===== config.mk =====
export PLATFORM = sky130hd
export DESIGN_NAME = board_manager
export DESIGN_NICKNAME = d
export VERILOG_FILES = /design/src/rtl/board_pkg.sv /design/src/rtl/board_manager_line_check.sv /design/src/rtl/board_manager.sv
export SDC_FILE = /design/constraint.sdc
export NUM_CORES = 1
export LEC_CHECK = 0
export ABC_AREA = 1
export BUFFER_PORTS_ARGS = -buffer_cell sky130_fd_sc_hd__buf_2
export CAP_MARGIN = 20
export CORE_MARGIN = 3
export CORE_UTILIZATION = 30
export CTS_CLUSTER_DIAMETER = 80
export DETAILED_ROUTE_END_ITERATION = 6
export PLACE_DENSITY = 0.46
export SLEW_MARGIN = 20
export SYNTH_ARGS = -nofsm -noshare
export SYNTH_HDL_FRONTEND = slang
export SYNTH_SLANG_ARGS = --single-unit
export TNS_END_PERCENT = 50

===== constraint.sdc =====
create_clock -name clk -period 1.9 [get_ports clk]
set_input_delay 0.38 -clock clk [delete_from_list [all_inputs] [get_ports clk]]
set_output_delay 0.38 -clock clk [all_outputs]
set_load 0.02 [all_outputs]

===== src/rtl/board_pkg.sv =====
// Shared types and the winning-line table for the tic-tac-toe board manager.
package board_pkg;

  localparam int NUM_CELLS = 9;
  localparam int NUM_LINES = 8;

  typedef enum logic [1:0] {
    EMPTY = 2'b00,
    P1    = 2'b01,
    P2    = 2'b10
  } cell_t;

  typedef enum logic [1:0] {
    IDLE,
    SCAN,
    DONE
  } scan_state_t;

  // Cell triples for rows, columns, then the two diagonals.
  localparam logic [3:0] LINES [NUM_LINES][3] = '{
    '{4'd0, 4'd1, 4'd2},
    '{4'd3, 4'd4, 4'd5},
    '{4'd6, 4'd7, 4'd8},
    '{4'd0, 4'd3, 4'd6},
    '{4'd1, 4'd4, 4'd7},
    '{4'd2, 4'd5, 4'd8},
    '{4'd0, 4'd4, 4'd8},
    '{4'd2, 4'd4, 4'd6}
  };

endpackage


===== src/rtl/board_manager_line_check.sv =====
// Combinational test of one winning line: three equal, non-empty marks.
import board_pkg::*;

module line_check (
  input  cell_t a,
  input  cell_t b,
  input  cell_t c,
  output logic  match,
  output cell_t mark
);

  always_comb begin
    match = (a != EMPTY) && (a == b) && (b == c);
    mark  = match ? a : EMPTY;
  end

endmodule


===== src/rtl/board_manager.sv =====
// Holds the 3x3 board, qualifies writes and runs a one-line-per-cycle win scan
// after every committed move.
import board_pkg::*;

module board_manager (
  input  logic        clk,
  input  logic        rst,
  input  logic        w_e,
  input  logic [3:0]  pos,
  input  logic [1:0]  player,
  output logic [1:0]  state,
  output logic        win,
  output logic        full,
  output logic [1:0]  winner,
  output logic        scan_busy,
  output logic [17:0] board
);

  cell_t       cells [NUM_CELLS];
  scan_state_t state_q, state_d;
  logic [3:0]  move_cnt;
  logic [2:0]  line_idx;
  logic        hit;
  cell_t       hit_mark;
  logic        line_match;
  cell_t       line_mark;
  logic        accept;

  // Out-of-range positions read as 11 so the controller treats them as busy.
  always_comb begin
    state = 2'b11;
    if (pos <= 4'd8) state = cells[pos];
  end

  always_comb begin
    board = '0;
    for (int i = 0; i < NUM_CELLS; i++) board[2*i +: 2] = cells[i];
  end

  assign accept = w_e && (state_q == IDLE) && (state == 2'b00) &&
                  ((player == 2'b01) || (player == 2'b10)) && !win && !full;

  line_check u_line_check (
    .a     (cells[LINES[line_idx][0]]),
    .b     (cells[LINES[line_idx][1]]),
    .c     (cells[LINES[line_idx][2]]),
    .match (line_match),
    .mark  (line_mark)
  );

  always_comb begin
    state_d   = state_q;
    scan_busy = 1'b0;
    case (state_q)
      IDLE: if (accept) state_d = SCAN;
      SCAN: begin
        scan_busy = 1'b1;
        if (line_idx == 3'd7) state_d = DONE;
      end
      DONE: begin
        scan_busy = 1'b1;
        state_d   = IDLE;
      end
      default: state_d = IDLE;
    endcase
  end

  always_ff @(posedge clk) begin
    if (rst) begin
      for (int i = 0; i < NUM_CELLS; i++) cells[i] <= EMPTY;
      state_q  <= IDLE;
      move_cnt <= 4'd0;
      line_idx <= 3'd0;
      hit      <= 1'b0;
      hit_mark <= EMPTY;
      win      <= 1'b0;
      full     <= 1'b0;
      winner   <= 2'b00;
    end else begin
      state_q <= state_d;
      if (accept) begin
        cells[pos] <= cell_t'(player);
        move_cnt   <= move_cnt + 4'd1;
        line_idx   <= 3'd0;
      end
      // Only the first matching line is kept as the result.
      if (state_q == SCAN) begin
        if (line_match && !hit) begin
          hit      <= 1'b1;
          hit_mark <= line_mark;
        end
        line_idx <= line_idx + 3'd1;
      end
      if (state_q == DONE) begin
        win      <= hit;
        winner   <= hit_mark;
        full     <= (move_cnt == 4'd9) && !hit;
        hit      <= 1'b0;
        hit_mark <= EMPTY;
      end
    end
  end

endmodule


; After elaboration in Yosys (flattened, before gate mapping)
; Memories as Yosys holds them, arrays and structs flattened.
; Cells that the tools add are included.
[word_totals]
regBits = 16
ram_bits = 18
mem_bits_ro = 96
input_bits = 9
output_inout_bits = 25
elab_cells = 65
n_memories = 2
[classes]
n_addsub = 2
magnitude_cmp = 2
n_eq_ne = 10
n_mux = 18
n_bitwise = 1
n_reduce_logical = 22
[memory_table]
columns = memory, words, word_bits, rd, rd_clocked_by_memory_dff, write_ports, line
row1 = (no name shown), 8, 12, 1, 0, 0, board_manager.sv:46  ; .c (cells[LINES[line_idx][2]]),
row2 = cells, 9, 2, 13, 0, 9, board_manager.sv:19  ; cell_t cells [NUM_CELLS];
[op_table]
columns = op, n
row1 = 12-bit two-way mux, 2
row2 = 2-bit two-way mux, 5
row3 = 1-bit logical AND, 9
row4 = 1-bit two-way mux, 7
row5 = 3-bit two-way mux, 2
row6 = 2-bit OR reduction, 3
row7 = "4-bit by 1-bit adder with 4-bit output, second input constant", 1
row8 = "2-bit by 1-bit equality test with 1-bit output, second input constant", 2
row9 = 2-bit equality test, 2
row10 = "2-bit equality test, second input constant", 2
row11 = "4-bit equality test, second input constant", 1
row12 = "4-bit greater-or-equal comparator, second input constant", 1
row13 = "4-bit <= comparator, second input constant", 1
row14 = 2-bit logical NOT, 2
row15 = 4-bit two-way mux, 1
row16 = "2-bit != test, second input constant", 2
row17 = 3-bit inverter with 4-bit output, 1
row18 = 2-bit one-hot mux with 2 select lines, 1
row19 = 2-bit AND reduction, 2
row20 = 2-bit nonzero test, 2
row21 = "3-bit by 1-bit adder with 3-bit output, second input constant", 1
row22 = "3-bit equality test, second input constant", 1
row23 = 1-bit logical NOT, 3
row24 = 1-bit logical OR, 1

; Longest topological paths before layout
[logic_depth]
ltp_word = 12
depth_mapped = 18
depth_no_buf = 18

; Cells and area by module
; From an unflattened synthesis, not the netlist that was laid out.
[hier_totals]
cells_unflattened = 362
area_unflattened_um2 = 2867.8
[by_module_without_submodules]
columns = module, instances, cells_each, area_per_inst_um2, seq_area_each_um2
row1 = board_manager, 1, 346, 2802.7, 1281.2
row2 = line_check, 1, 16, 65.1, 0.0

; Least setup slack after synthesis
; No wires, ideal clock.
[synth_timing]
path_type = flip-flop to flip-flop
start = register line_idx[0]
end = register hit_mark[0]
setup_ns = 0.113
arrival_time_ns = 1.895
required_time_ns = 1.787
setup_slack_ns = -0.108
stages_incl_launch_ff = 14
path_buffers = 1
period_less_slack_ns = 2.008
path_cell_list = dfxtp_1 inv_1 ha_1 buf_2 inv_1 nand3_1 nand3_1 nand3_1 nand3_1 nand3_1 nor2_4 nand2_1 nand2_1 nor2_1
[synth_between]
elab_chain_cells = 10
elab_cells_between_ends = 13
cone_classes = eq/ne: 2 / mux: 3 / bitwise: 1 / reduce/logical: 5 / memory: 2
[synth_rtl]
columns = element, line
row1 = from (decl), board_manager.sv:22  ; logic [2:0] line_idx;
row2 = from (signal assigned), board_manager.sv:92  ; line_idx <= line_idx + 3'd1;
row3 = 3-bit inverter with 4-bit output (implied by the code) *, "board_manager.sv:44, board_manager.sv:45, board_manager.sv:46"
row4 = memory 8 x 12 bit *, -
row5 = 12-bit two-way mux (implied by the code) * (2 in a row), board_manager.sv:46
row6 = memory 9 x 2 bit *, -
row7 = 2-bit equality test or 2-bit nonzero test (tied branches), board_manager_line_check.sv:13  ; match = (a != EMPTY) && (a == b) && (b == c);
row8 = 1-bit logical AND (2 in a row), board_manager_line_check.sv:13
row9 = 1-bit logical AND, board_manager.sv:88  ; if (line_match && !hit) begin
row10 = 2-bit AND reduction (no source line), -
row11 = to (signal assigned), board_manager.sv:90  ; hit_mark <= line_mark;
row12 = to (decl), board_manager.sv:24  ; cell_t hit_mark;
; Every way passes the cells marked *; elsewhere a longest branch is shown, timed or not. The select of a mux whose other input is x is not followed.
; A chain may end at the register's enable or synchronous reset.

; Worst setup path after layout
; Ends and elaborated chain as after synthesis.

==> reports/metrics.sh <==
MAX_STAGE_DELAY_NS=0.38
FIRSTDRTPASSITERS=4
START_KIND='flip-flop'
YS.WARNINGS.COUNT=0
WORST_EP_ARRIVAL_TIME_NS=2.16
DRV.MAX_CAP_VIOLATION_COUNT=0
ROUTED_VIA_COUNT_DIVIDED_BY_CELL_COUNT=4.64
AREA_DELTA_SYNTH_FINAL_PCT=43.9
DP_HPWL_UM=6760
TIMING_WORST_SETUP_PATH_TYPE='reg -> reg'
HOLDCRITPATHCLASS='in -> reg'
FINALSETUPVIOLCOUNT=3
MOSTFREQUENTLAYOUTCELL='sky130_fd_sc_hd__nand2_1'
FINAL.PERIOD_UTILIZATION_PCT=103
MOSTFREQUENTLAYOUTCELLS='81 x sky130_fd_sc_hd__nand2_1, 65 x sky130_fd_sc_hd__nand3_1, 60 x sky130_fd_sc_hd__buf_4, 51 x sky130_fd_sc_hd__inv_1, 39 x sky130_fd_sc_hd__nor2_1'
ANTENNA_CELLS_INSERTED=0
TIGHTEST_SLEW_NS=0.525
REG2REG_FROM='line_idx[0]'
CTS_TREE='built'
DIE_Y_UM=106
DIE_WIDTH_UM=106
FINAL_NETS=538
CRIT_START='line_idx[0]'
MAXSLEWVIOLCOUNT=0
PATH_BUF_INV=2
COUNT_OF_FLIP_FLOPS_WITH_A_BUILT_IN_ENABLE_AFTER_SYNTHESIS=32
BUFFER_PORTS.INSERTED=33
FINALWEIGHTEDCONGESTION=0.913
RSZ0062_AT_GRT='yes'
CTS.PATH.MAX_BUFFERS=2
CPLARGESTDELAYFAMILY='simple AND/OR/NAND/NOR gates'
CTSROOTBUFFERMASTER='sky130_fd_sc_hd__clkbuf_8'
GR-TOTAL-OVERFLOW=0
HOLD_WORST_SLACK_NS=0.413
SYNTH_AREA_UM2=3010
HTREE_LEVELS=2
VIA_COUNT_OF_THE_FIRST_GLOBAL_ROUTING_PASS=2940
FIN_WS_NS=-0.0534
CLKTRANSATPATHREGS_NS=0.09
FLOORPLAN.IO_PINS=34
CRIT_PATH_TOP_DELAY_CELL='sky130_fd_sc_hd__dfxtp_4'
PLACED_AREA_UM2=3840
R2R_SETUP_SLK_NS=-0.05
ANTENNA_VIOLATIONS_BEFORE_REPAIR=0
SYN_AVG_CELL_AREA_UM2=7.48
LAYOUT_MIN_CYCLE_TIME_NS=1.95
SYNTH.DISTINCT_CELLS=36
CORE.ROWCOUNT=35
CP_DATA_REQUIRED_TIME_NS=2.11
TIMING.CRITICAL_PATH.TO_TYPE='flip-flop'
WORST_SKEW_PAIR.LATE_LATENCY_NS=0.30
ANTENNA_LEFT=0
CORE_AREA_UM2=9500
DRIVE_ABOVE_1_SHARE_PCT=35.5
CTS_MADE_BUFFERS=5
FAILED_CHECKS='setup timing'
VIAS=3004
DOMINANTREGCELLSYNTH='sky130_fd_sc_hd__edfxtp_1'
PIN_COUNT_OF_THE_BIGGEST_NET_ENTERING_GLOBAL_ROUTING=16
CLOCK-SINKS=48
R2R_CELLS=17
FMAX_MHz=512
POSTSYNTHCELLCOUNT=403
DRCVIOLATIONCOUNT=0
SETUP.WORST_PATH.END='hit_mark[0]'
POWER.LEAKAGE_nW=2.06
HOLD_VIOL_FINAL=0
TOTALNEGATIVESETUPSLACK_NS=-0.106
POST-ROUTE-CELL-AREA_UM2=4340
FLOORPLAN.DIE_AREA_UM2=11300
TIMING.RR.END='hit_mark[0]'
GLOBAL_ROUTE.USAGE.TOTAL_PCT=15.8
SEQ_AREA_FRAC_SYNTH_PCT=42.5
FIRST_PASS_GRT_WIRE_LENGTH_UM=14300
CRITICAL_PATH_DEPTH_IN_CELLS=17
P_PER_AREA_nW_PER_UM2=730
POSTROUTEWIRELENGTH_UM=8680
DETAILEDROUTE.FIRSTITERATIONVIOLATIONS=214
PEAKVDDDROP_mV=0.310
WL_CELL_UM=13.4
SYNTH.FF_LATCH_COUNT=48
FLOORPLAN.INITIALDENSITY_PCT=31.7
CPMOSTUSEDCELL='sky130_fd_sc_hd__nand2_1'
WORST_RELATIVE_SLEW_SLACK_PCT=64.9
CP_CELL_SEQUENCE='buf_6 > ha_4 > nand2_8 > buf_6 > nand3_4 > nand3_1 > nand3_1 > nand2_1 > nand2_1 > nand2_1 > nand2_1 > nand2_1 > nand2_2 > nor2_4 > nand2_1 > nand2_1 > nor2_1'
POST_SYNTH_ARST_SHARE_PCT=0
RESULT_OF_THE_RUN='finished, violations left'
FINALCLOCKSKEW_NS=0.00947
PATH_MAX_FANOUT=7
flip-flops by register name, indices dropped and copies added, names as in the netlist:
signal / flops
winner: 2
win: 1
line_idx: 3
hit_mark: 2
full: 1
cells: 32
hit: 1
move_cnt: 4
state_q: 2
metal layers:
metal / up-vias / GRT usage [%] / share of wire (%)
met5: - / 0 / 0
met4: 0 / 4.07 / 1.4
met3: 10 / 2.37 / 4.2
met2: 62 / 26.3 / 48
met1: 1408 / 21.3 / 47
li1: 1524 / - / -
where the power goes:
| group | internal [mW] | switching (mW) | total, mW | leakage, nW |
|---|---|---|---|---|
| clock network | 0.473 | 0.350 | 0.823 | 0.0636 |
| registers | 1.16 | 0.0298 | 1.19 | 0.455 |
| logic | 0.490 | 0.660 | 1.15 | 1.54 |
area by class of cell:
type	count	area (um2)
flip-flops and latches	48	1290
repair buffers	100	723
fillers	996	5160
well taps	129	161
inverters	63	241
multi-input cells	299	1790
clock buffers	7	97.6
clock inverters	1	30.0
kinds of logic after synthesis:
group,after synthesis,synth area share (%)
compound gates,26,5.11
xor+xnor,2,0.581
fa+ha+maj,12,4.98
buf+inv,70,9.71
flops,48,42.5
other cells,1,0.124
simple gates,244,37.0
worst min path at each step:
| stage | end | cells past startpoint | slack, ns | start |
|---|---|---|---|---|
| after floorplan | move_cnt[2] | 1 | 0.44 | move_cnt[2] |
| after global placement | move_cnt[2] | 1 | 0.47 | move_cnt[2] |
| after detailed placement | move_cnt[2] | 1 | 0.48 | move_cnt[2] |
| after CTS | line_idx[2] | 2 | 0.42 | rst |
| after global routing | move_cnt[0] | 2 | 0.43 | rst |
| final | line_idx[2] | 2 | 0.41 | rst |
through the flow:
step | instances | util, % | setup WS [ns] | total power [mW]
final | 647 | 45.6 | -0.0534 | 3.17
after floorplan | 416 | - | 0.0181 | 1.81
after global routing | 647 | 45.6 | -0.203 | 3.37
after detailed placement | 631 | 40.4 | -0.183 | 2.14
after CTS | 645 | 43.4 | -0.0422 | 3.09
after global placement | 631 | 40.4 | -0.201 | 2.14
cell usage after synthesis, types with 2 or more instances:
| library cell | count | area share [%] |
|---|---|---|
| sky130_fd_sc_hd__o21ai_0 | 6 | 1.0 |
| sky130_fd_sc_hd__nor2_2 | 3 | 0.62 |
| sky130_fd_sc_hd__inv_2 | 3 | 0.37 |
| sky130_fd_sc_hd__o2111ai_1 | 2 | 0.58 |
| sky130_fd_sc_hd__nand4_1 | 4 | 0.83 |
| sky130_fd_sc_hd__nand2_4 | 3 | 1.1 |
| sky130_fd_sc_hd__nand3_2 | 2 | 0.66 |
| sky130_fd_sc_hd__nor2_4 | 2 | 0.75 |
| sky130_fd_sc_hd__nor2_1 | 41 | 5.1 |
| sky130_fd_sc_hd__ha_1 | 12 | 5.0 |
| sky130_fd_sc_hd__nand3_1 | 77 | 13 |
| sky130_fd_sc_hd__clkinv_1 | 2 | 0.25 |
| sky130_fd_sc_hd__nand2_2 | 8 | 1.7 |
| sky130_fd_sc_hd__nand2_1 | 100 | 12 |
| sky130_fd_sc_hd__clkbuf_1 | 2 | 0.25 |
| sky130_fd_sc_hd__dfxtp_1 | 16 | 11 |
| sky130_fd_sc_hd__a22oi_1 | 2 | 0.50 |
| sky130_fd_sc_hd__a21oi_1 | 11 | 1.8 |
| sky130_fd_sc_hd__buf_6 | 3 | 1.1 |
| sky130_fd_sc_hd__edfxtp_1 | 32 | 32 |
| sky130_fd_sc_hd__inv_1 | 57 | 7.1 |
timing repair:
item / in CTS / in global routing
gates resized for setup: 32 / 47
setup buffers: 4 / 2
hold buffers: 0 / 0
cloned: 2 / 0
pin swaps: 18 / 24
endpoints found under the setup margin: 6 / 23
No activity file was read; power rests on OpenSTA's default activity.
